==> config.mk <==
export PLATFORM = sky130hd
export DESIGN_NAME = lzc_pipe
export DESIGN_NICKNAME = d
export VERILOG_FILES = /design/src/rtl/lzc_pipe.sv
export SDC_FILE = /design/constraint.sdc
export NUM_CORES = 1
export LEC_CHECK = 0
export CAP_MARGIN = 10
export CORE_AREA = 2 2 99 111
export DETAILED_ROUTE_END_ITERATION = 10
export DIE_AREA = 0 0 101 113
export GPL_TIMING_DRIVEN = 1
export PLACE_DENSITY = 0.57
export SYNTH_ARGS = -nofsm -noshare
export SYNTH_HDL_FRONTEND = slang
export SYNTH_SLANG_ARGS = --single-unit
==> constraint.sdc <==
create_clock -name clk -period 4.2 [get_ports clk]
set_clock_uncertainty 0.2 [all_clocks]
set_input_delay 1.26 -clock clk [delete_from_list [all_inputs] [get_ports clk]]
set_output_delay 1.26 -clock clk [all_outputs]
set_load 0.05 [all_outputs]
==> src/rtl/lzc_pipe.sv <==
// lzc_pipe: pipelined leading/trailing zero/one run counter with a valid/ready stream
module lzc_pipe #(
    parameter int WIDTH  = 32,
    parameter int STAGES = 2
) (
    input  logic                       clk,
    input  logic                       reset,
    input  logic                       InValid,
    output logic                       InReady,
    input  logic [WIDTH-1:0]           Num,
    input  logic [1:0]                 Mode,
    output logic                       OutValid,
    input  logic                       OutReady,
    output logic [$clog2(WIDTH+1)-1:0] ZeroCnt,
    output logic                       AllMatch
);
    localparam int L  = $clog2(WIDTH);
    localparam int P  = 1 << L;
    localparam int CW = $clog2(WIDTH + 1);
    localparam int SN = (STAGES > 0) ? STAGES : 1;

    function automatic int stage_at(input int k);
        int r;
        r = -1;
        for (int s = 0; s < STAGES; s++)
            if (((s + 1) * L) / STAGES == k) r = s;
        return r;
    endfunction

    logic [WIDTH-1:0] w_inv;
    logic [WIDTH-1:0] w_pre;
    logic [L:0]       w_top;

    assign w_inv = Num ^ {WIDTH{Mode[0]}};

    // trailing modes bit-reverse so the tree only ever counts leading zeros
    always_comb
        for (int i = 0; i < WIDTH; i++) w_pre[i] = Mode[1] ? w_inv[WIDTH-1-i] : w_inv[i];

    if (STAGES > 0) begin : g_ctl
        logic [SN-1:0] r_v;
        logic [SN-1:0] w_ld;
        logic [SN-1:0] w_nx;
        assign w_nx = SN'({r_v, InValid});
        // a stage loads when it or any later stage is empty, or the consumer takes the result
        always_comb
            for (int s = 0; s < SN; s++) w_ld[s] = OutReady | ~&(r_v | SN'((1 << s) - 1));
        // valid bits advance with their data; a held stage keeps its valid
        always_ff @(posedge clk)
            if (reset) r_v <= '0;
            else r_v <= (w_ld & w_nx) | (~w_ld & r_v);
        assign InReady  = w_ld[0];
        assign OutValid = r_v[SN-1];
    end else begin : g_comb
        assign InReady  = OutReady;
        assign OutValid = InValid;
    end

    genvar k, j;
    for (k = 0; k <= L; k++) begin : g_lv
        localparam int N = P >> k;
        localparam int S = stage_at(k);
        logic [k:0] w_n [N];
        logic [k:0] w_o [N];
        for (j = 0; j < N; j++) begin : g_nd
            if (k == 0) begin : g_leaf
                if (j < WIDTH) begin : g_bit
                    assign w_n[j] = ~w_pre[WIDTH-1-j];
                end else begin : g_pad
                    assign w_n[j] = 1'b0;
                end
            end else begin : g_join
                logic [k-1:0] w_l;
                logic [k-1:0] w_r;
                assign w_l    = g_lv[k-1].w_o[2*j];
                assign w_r    = g_lv[k-1].w_o[2*j+1];
                assign w_n[j] = w_l[k-1] ? {1'b0, w_l} + {1'b0, w_r} : {1'b0, w_l};
            end
        end
        if (S >= 0) begin : g_reg
            logic [k:0] r_n [N];
            // capture this tree level whenever its stage loads
            always_ff @(posedge clk)
                if (reset) r_n <= '{default: '0};
                else if (g_ctl.w_ld[S]) r_n <= w_n;
            assign w_o = r_n;
        end else begin : g_wire
            assign w_o = w_n;
        end
    end

    assign w_top    = g_lv[L].w_o[0];
    assign ZeroCnt  = CW'(w_top);
    assign AllMatch = (w_top == (L + 1)'(WIDTH));
endmodule

==> flow_metrics.env, run 1 <==
export IMPL_crit_required_ns=2.74
export IMPL_tns_ns=0
export IMPL_cellLeakagePower_uw=0.00208
export IMPL_antenna_left=0
export IMPL_post_cts_buffers=0
export IMPL_syn_num_nets=561
export IMPL_yosysSeqAreaShare_pct=15.8
export IMPL_worst_pin_slew_ns=0.498
export IMPL_ys_flop_type="dfxtp_1"
export IMPL_async_reset_ff_share_pct=0
export IMPL_cts_sink_count=32
export IMPL_layout_drive_gt1_share_pct=14.7
export IMPL_slew_viol_final=0
export IMPL_hold_class="reg -> reg"
export IMPL_core_region_area_um2=10200
export IMPL_synth_edf_count=0
export IMPL_routedWlPerCell_um=13.7
export IMPL_crit_buf_inv=3
export IMPL_synth_cell_types=52
export IMPL_grt_max_degree=72
export IMPL_finalHoldViolations=0
export IMPL_path_cells="clkdlybuf4s50_1 -> nor2b_2 -> and2_1 -> inv_4 -> buf_4"
export IMPL_hold_buffers=0
export IMPL_cap_violations=0
export IMPL_cts_resized=0
export IMPL_met2_usage_pct=26.6
export IMPL_fp_dieW_um=101
export IMPL_grt_pass1_vias=3308
export IMPL_start_util_pct=39.5
export IMPL_fp_row_count=39
export IMPL_routed_wl_mm=8.71
export IMPL_synth_warnings=0
export IMPL_antenna_found_initial=0
export IMPL_cts_buffers=5
export IMPL_status="finished clean"
export IMPL_synth_area_um2=4050
export IMPL_fin_crit_ns=3.75
export IMPL_syn_avg_cell_area_um2=8.52
export IMPL_drt_initial_drc_count=145
export IMPL_setup_worst_path_end_class="output port"
export IMPL_critPathLaunchType="input pin"
export IMPL_drc=0
export IMPL_htreeDepth=2
export IMPL_synth_top_area_share_pct=15.8
export IMPL_fmax_ghz=0.267
export IMPL_root_buffer="clkbuf_16"
export IMPL_rsz0062_at_grt="no"
export IMPL_critPathKind="in -> out"
export IMPL_die_h_um=113
export IMPL_numPortBuffers=46
export IMPL_fin_crit_sh_pct=89.3
export IMPL_crit_fanout=2
export IMPL_busiest_layer="met2"
export IMPL_grt_pass1_wl_mm=15.1
export IMPL_via_count=3586
export IMPL_grt_met1_usage_pct=21.7
export IMPL_ys_seq_elements=32
export IMPL_cts_tree="built"
export IMPL_clk_pin_slew_worst_paths_ns=0.06
export IMPL_via_per_inst=5.66
export IMPL_crit_family="buffers and inverters"
export IMPL_diodes=0
export IMPL_num_io_pins=47
export IMPL_clockBufferDepth=2
export IMPL_grt_overflow_total=0
export IMPL_powerDensity_nw_per_um2=232
export IMPL_clock_latency_ns=0.28
export IMPL_ir_drop_mv=0.133
export IMPL_setup_viol=0
export IMPL_arrival_ns=2.29
export IMPL_hpwlAfterDp_mm=6.84
export IMPL_ys_top_cells_by_area="dfxtp_1 16%, ha_1 10%, fa_1 7.4%, mux2_4 5.6%, a21oi_1 4.8%"
export IMPL_yosysTopAreaCell="dfxtp_1"
export IMPL_slowest_delay_ns=0.45
export IMPL_slew_headroom_pct=66.8
export IMPL_die_area_um2=11400
export IMPL_final_util_pct=46.5
export IMPL_place_congestion=0.773
export IMPL_grt_usage_pct=15.8
export IMPL_synth_cells=475
export IMPL_nets=596
export IMPL_crit_slowest_cell="clkdlybuf4s50_1"
export IMPL_syn_to_final_growth_pct=17.7
export IMPL_first_pass_iters=4
export IMPL_grt_use_met3_pct=1.91
## state kept, by name, summed over array words and instances (netlist names), named ones only
| name | flops |
|---|---|
| g_lv.g_nd.g_join.w_l | 12 |
| g_lv.g_nd.g_join.w_r | 12 |
| ZeroCnt | 6 |
## synthesized netlist by cell type, types with 4 or more instances
cell,number
a211oi_1,4
a21o_1,9
a21oi_1,39
a221oi_1,4
a311oi_1,7
a31oi_1,13
and2_1,5
and3_4,7
buf_2,13
buf_6,4
clkbuf_1,5
dfxtp_1,32
fa_1,15
ha_1,33
inv_1,22
mux2_2,8
mux2_4,15
mux2i_1,10
nand2_1,31
nand3_1,16
nand3b_1,10
nor2_1,34
nor2b_1,6
nor3_1,11
nor3_2,14
nor3b_1,16
o211ai_1,24
o311a_1,7
or2_1,8
or3_1,7
xnor2_1,5
xor2_1,7
## final cells by class
class,instances,area (um^2)
flip-flops and latches,32,641
clock inverters,1,30.0
clock buffers,7,153
multi-input cells,392,3150
repair buffers,55,541
inverters,24,95.1
well taps,123,154
fillers,1036,5480
## cell usage in the layout (no fill, tap or decap), types with 4 or more instances in the layout
| cell | count |
|---|---|
| ha_1 | 33 |
| dfxtp_1 | 32 |
| or3_1 | 7 |
| nor3_1 | 11 |
| a21o_1 | 9 |
| buf_4 | 8 |
| mux2_2 | 8 |
| nor3b_1 | 16 |
| nand3_1 | 16 |
| a21oi_1 | 39 |
| a31oi_1 | 13 |
| and3_4 | 7 |
| a311oi_1 | 7 |
| nand2_1 | 31 |
| and2_1 | 5 |
| o211ai_1 | 24 |
| nor3_2 | 14 |
| mux2_4 | 15 |
| xor2_1 | 7 |
| clkdlybuf4s50_1 | 43 |
| o311a_1 | 7 |
| clkbuf_16 | 5 |
| xnor2_1 | 5 |
| mux2i_1 | 10 |
| fa_1 | 15 |
| inv_1 | 22 |
| a211oi_1 | 4 |
| nor2b_1 | 6 |
| a221oi_1 | 4 |
| nor2_1 | 34 |
| nand3b_1 | 10 |
| or2_1 | 8 |
## per-layer routing
metal  wire (um)  vias up  share of wire [%]
met1        4340     1648                 50
met4          89        0                1.0
met3         312       11                3.6
met5           0        -                  0
met2        3970       83                 46
li1            -     1844                  -
## power by group
| part | internal, uW | switching (uW) | leakage (uW) |
|---|---|---|---|
| registers | 319 | 12.2 | 0.000261 |
| logic | 156 | 169 | 0.00173 |
| clock network | 312 | 136 | 0.0000901 |
| total | 787 | 318 | 0.00208 |
## stage by stage
| step | cell area (um^2) | hold WS [ns] | setup slack, ns | cells | power (uW) |
|---|---|---|---|---|---|
| 2_1_floorplan | 4050 | 0.232 | 0.442 | 475 | 566 |
| 6_report | 4760 | 0.259 | 0.450 | 634 | 1100 |
| 5_1_grt | 4760 | 0.277 | 0.323 | 634 | 1170 |
| 3_3_place_gp | 4580 | 0.241 | 0.447 | 626 | 655 |
| 4_1_cts | 4760 | 0.258 | 0.439 | 634 | 1110 |
| 3_5_place_dp | 4580 | 0.248 | 0.411 | 626 | 665 |
## tightest hold or removal path, stage by stage (launching register included)
cell and delay [ns]:
dfxtp_1 0.31, nand2_1 0.05, a21oi_1 0.05
## logic make-up (layout without fill, tap and decap cells)
family / count (synthesis) / in the layout / synth area share (%)
DFF: 32 / 32 / 15.8
adders and majority gates: 48 / 48 / 17.6
xor gates and xnor gates: 12 / 12 / 2.60
muxes: 35 / 35 / 10.9
AOI/OAI and AO/OA: 124 / 124 / 21.5
and+or+nand+nor: 173 / 173 / 25.3
buffers and inverters: 51 / 87 / 6.28
## worst paths after layout
check	start	to	slack, ns	cells past startpoint
setup / recovery	OutReady	InReady	0.45	5
hold / removal	g_lv[3].g_nd[2].g_join.w_r[2]	g_lv[3].g_nd[2].g_join.w_r[2]	0.26	2
setup reg to reg	g_lv[3].g_nd[1].g_join.w_l[0]	ZeroCnt[5]	0.50	13
hold reg to reg	g_lv[3].g_nd[2].g_join.w_r[2]	g_lv[3].g_nd[2].g_join.w_r[2]	0.26	2
(Power assumes the default switching activity.)
==> run 2: changes to the inputs <==
--- a/config.mk
+++ b/config.mk
@@ -8,7 +8,7 @@
 export CAP_MARGIN = 10
-export CORE_AREA = 2 2 99 111
+export CORE_AREA = 2 2 114 127
 export DETAILED_ROUTE_END_ITERATION = 10
-export DIE_AREA = 0 0 101 113
+export DIE_AREA = 0 0 116 129
 export GPL_TIMING_DRIVEN = 1
-export PLACE_DENSITY = 0.57
+export PLACE_DENSITY = 0.46
 export SYNTH_ARGS = -nofsm -noshare
--- a/constraint.sdc
+++ b/constraint.sdc
@@ -4,2 +4,2 @@
 set_output_delay 1.26 -clock clk [all_outputs]
-set_load 0.05 [all_outputs]
+set_load 0.005 [all_outputs]
==> flow_metrics.env, run 2 (synthesis results as in run 1) <==
export IMPL_status="finished clean"
export IMPL_reg2reg_depth=13
export IMPL_crit_start="OutReady"
export IMPL_power_uw=1010
export IMPL_place_congestion=0.756
export IMPL_core_region_area_um2=13600
export IMPL_r2r_end="ZeroCnt[5]"
export IMPL_hold_buffers=0
export IMPL_die_h_um=129
export IMPL_syn_to_final_growth_pct=19.1
export IMPL_drt_initial_drc_count=148
export IMPL_grt_pass1_vias=3259
export IMPL_fmax_ghz=0.248
export IMPL_grt_use_met3_pct=1.51
export IMPL_htreeDepth=2
export IMPL_slew_headroom_pct=71.9
export IMPL_hold_class="reg -> reg"
export IMPL_arrival_ns=2.58
export IMPL_clock_latency_ns=0.28
export IMPL_fin_crit_ns=4.04
export IMPL_routedWlPerCell_um=13.0
export IMPL_layout_drive_gt1_share_pct=14.5
export IMPL_nets=597
export IMPL_crit_fanout=2
export IMPL_grt_max_degree=64
export IMPL_via_per_inst=5.07
export IMPL_clockBufferDepth=2
export IMPL_cts_sink_count=32
export IMPL_fp_dieW_um=116
export IMPL_crit_required_ns=2.74
export IMPL_root_buffer="clkbuf_16"
export IMPL_routed_wl_mm=9.11
export IMPL_critPathKind="in -> out"
export IMPL_cellLeakagePower_uw=0.00206
export IMPL_setup_worst_path_end_class="output port"
export IMPL_antenna_found_initial=0
export IMPL_numPortBuffers=46
export IMPL_fin_crit_sh_pct=96.1
export IMPL_grt_met1_usage_pct=18.1
export IMPL_antenna_left=0
export IMPL_layout_cells_most_common_list="44 x clkdlybuf4s50_1, 39 x a21oi_1, 34 x nor2_1"
export IMPL_met2_usage_pct=20.4
export IMPL_fp_row_count=45
export IMPL_rsz0062_at_grt="no"
export IMPL_powerDensity_nw_per_um2=210
export IMPL_critPathLaunchType="input pin"
export IMPL_cp_endpoint="InReady"
export IMPL_diodes=0
export IMPL_worst_pin_slew_ns=0.420
export IMPL_ir_drop_mv=0.119
export IMPL_num_io_pins=47
export IMPL_grt_usage_pct=12.6
export IMPL_first_pass_iters=6
export IMPL_tns_ns=0
export IMPL_cap_violations=0
export IMPL_finalHoldViolations=0
export IMPL_grt_pass1_wl_mm=15.6
export IMPL_grt_overflow_total=0
export IMPL_start_util_pct=29.7
export IMPL_hpwlAfterDp_mm=7.26
export IMPL_via_count=3552
export IMPL_final_common_cell="clkdlybuf4s50_1"
export IMPL_busiest_layer="met2"
export IMPL_slew_viol_final=0
export IMPL_setup_viol=0
export IMPL_drc=0
export IMPL_r2r_slack_ns=0.49
export IMPL_timing_rr_start="g_lv[3].g_nd[1].g_join.w_l[0]"
export IMPL_cts_resized=0
export IMPL_clk_pin_slew_worst_paths_ns=0.06
export IMPL_cts_tree="built"
export IMPL_post_cts_buffers=0
export IMPL_die_area_um2=15000
export IMPL_cts_buffers=5
-- run 2: power by group --
part           total, uW  switching, uW  internal [uW]
Combinational        324            167            157
Sequential           331           12.7            319
Clock                356            135            221
-- run 2: worst max-delay path, cell delays in order --
cell	delay, ns
clkdlybuf4s50_1	0.49
nor2b_2	0.05
and2_1	0.21
inv_4	0.07
clkdlybuf4s50_1	0.49
-- run 2: metrics by stage --
stage	area [um^2]	cells	setup WS (ns)	hold WS (ns)	util, %
finish	4820	700	0.164	0.263	35.4
global route	4820	700	0.108	0.289	35.4
CTS	4820	700	0.134	0.263	35.4
detailed placement	4670	692	0.146	0.248	34.3
global placement	4670	692	0.128	0.252	34.3
floorplan	4050	475	0.775	0.232	-
-- run 2: layout make-up --
cell class                 instances  area (um^2)
fill                            1472         8810
multi-input combinational        392         3150
sequential                        32          641
timing repair buffer              56          551
tap                              188          235
clock buffer                       6          129
inverter                          24         95.1
clock inverter                     2         16.3
-- run 2: worst min path at each step --
| stage | depth (start not counted) | slack, ns | end | startpoint |
|---|---|---|---|---|
| 6_report | 2 | 0.26 | g_lv[3].g_nd[2].g_join.w_r[2] | g_lv[3].g_nd[2].g_join.w_r[2] |
| 5_1_grt | 2 | 0.29 | g_lv[3].g_nd[2].g_join.w_r[2] | g_lv[3].g_nd[2].g_join.w_r[2] |
| 4_1_cts | 2 | 0.26 | flop | flop |
| 3_5_place_dp | 2 | 0.25 | flop | flop |
| 3_3_place_gp | 2 | 0.25 | flop | flop |
| 2_1_floorplan | 2 | 0.23 | flop | flop |
-- run 2: layer usage --
metal | share of wire, % | vias to the layer above
met3 | 2.9 | 8
met1 | 51 | 1634
met5 | 0 | -
li1 | - | 1849
met2 | 45 | 61
met4 | 0.95 | 0
==> run 3: changes to the inputs <==
- CORE_AREA: 2 2 114 127 -> 2 2 116 118
- DIE_AREA: 0 0 116 129 -> 0 0 118 120
- PLACE_DENSITY: 0.46 -> 0.48
==> flow_metrics.env, run 3 (synthesis results as in run 1) <==
export IMPL_rsz0062_at_grt="no"
export IMPL_via_count=3523
export IMPL_grt_pass1_wl_mm=15.5
export IMPL_drc=0
export IMPL_hold_buffers=0
export IMPL_multi_input_area_um2=3150
export IMPL_core_region_area_um2=13000
export IMPL_root_buffer="clkbuf_16"
export IMPL_antenna_found_initial=0
export IMPL_num_io_pins=47
export IMPL_routedWlPerCell_um=13.2
export IMPL_critPathKind="in -> out"
export IMPL_grt_usage_pct=12.9
export IMPL_cts_tree="built"
export IMPL_final_common_cell="clkdlybuf4s50_1"
export IMPL_cellLeakagePower_uw=0.00208
export IMPL_fp_dieW_um=118
export IMPL_start_util_pct=31.2
export IMPL_post_cts_buffers=0
export IMPL_slew_headroom_pct=71.5
export IMPL_grt_pass1_vias=3282
export IMPL_cts_buffers=5
export IMPL_critPathLaunchType="input pin"
export IMPL_clk_pin_slew_worst_paths_ns=0.05
export IMPL_powerDensity_nw_per_um2=228
export IMPL_fin_crit_ns=4.02
export IMPL_tns_ns=0
export IMPL_clock_latency_ns=0.27
export IMPL_die_area_um2=14200
export IMPL_setup_viol=0
export IMPL_via_per_inst=5.12
export IMPL_dpl_cell_area_um2=4660
export IMPL_hold_class="reg -> reg"
export IMPL_fin_cells=688
export IMPL_htreeDepth=2
export IMPL_routed_wl_mm=9.07
export IMPL_worst_pin_slew_ns=0.428
export IMPL_dp_cells=680
export IMPL_layout_drive_gt1_share_pct=14.6
export IMPL_drt_initial_drc_count=128
export IMPL_holdWs_ns=0.256
export IMPL_antenna_left=0
export IMPL_first_pass_iters=4
export IMPL_place_congestion=0.769
export IMPL_layout_cells_most_common_list="44 x clkdlybuf4s50_1, 39 x a21oi_1, 34 x nor2_1"
export IMPL_cts_sink_count=32
export IMPL_min_path_cells=2
export IMPL_crit_required_ns=2.74
export IMPL_die_h_um=120
export IMPL_ir_drop_mv=0.151
export IMPL_fmax_ghz=0.248
export IMPL_ff_latch_area_um2=641
export IMPL_setup_worst_path_end_class="output port"
export IMPL_numPortBuffers=46
export IMPL_grt_max_degree=70
export IMPL_cts_resized=0
export IMPL_fp_row_count=42
export IMPL_finalHoldViolations=0
export IMPL_syn_to_final_growth_pct=19.6
export IMPL_grt_overflow_total=0
export IMPL_nets=597
export IMPL_status="finished clean"
export IMPL_diodes=0
export IMPL_arrival_ns=2.56
export IMPL_fill_cells=1380
export IMPL_clockBufferDepth=2
export IMPL_final_area_um2=4840
export IMPL_slew_viol_final=0
export IMPL_hpwlAfterDp_mm=7.14
export IMPL_crit_fanout=2
export IMPL_reg2reg_depth=14
export IMPL_power_uw=1100
export IMPL_fin_crit_sh_pct=95.8
export IMPL_cap_violations=0
run 3: path summary, 6_finish.rpt:
check / start / endpoint / slack, ns
min reg2reg: g_lv[3].g_nd[2].g_join.w_r[2] / g_lv[3].g_nd[2].g_join.w_r[2] / 0.26
min: g_lv[3].g_nd[2].g_join.w_r[2] / g_lv[3].g_nd[2].g_join.w_r[2] / 0.26
max reg2reg: g_lv[3].g_nd[0].g_join.w_l[0] / ZeroCnt[5] / 0.53
max: OutReady / InReady / 0.18
run 3: critical path: stages:
cell,delay (ns)
clkdlybuf4s50_1,0.49
nor2b_2,0.05
and2_1,0.21
inv_4,0.07
clkdlybuf4s50_1,0.49
run 3: per-stage QoR:
stage,util [%],worst slack (ns)
final,37.3,0.175
after global routing,37.3,0.0946
after CTS,37.3,0.153
after detailed placement,35.9,0.153
after global placement,35.9,0.141
after floorplan,-,0.775
run 3: per-layer routing:
metal	wire length, um	vias up	GRT usage (%)
met5	0	-	0
met4	62	0	2.11
met3	296	5	1.47
met2	4030	61	21.2
met1	4670	1617	18.4
li1	-	1840	-
run 3: layout make-up:
class	instances	share of cell area [%]
Sequential cell	32	13.2
Tap cell	176	4.55
Multi-Input combinational cell	392	65.1
Inverter	24	1.96
Clock buffer	7	3.15
Clock inverter	1	0.620
Timing Repair Buffer	56	11.4
run 3: where the power goes:
part | switching [uW] | internal [uW]
Combinational | 166 | 158
Clock | 136 | 312
Sequential | 12.5 | 319
Total | 314 | 789
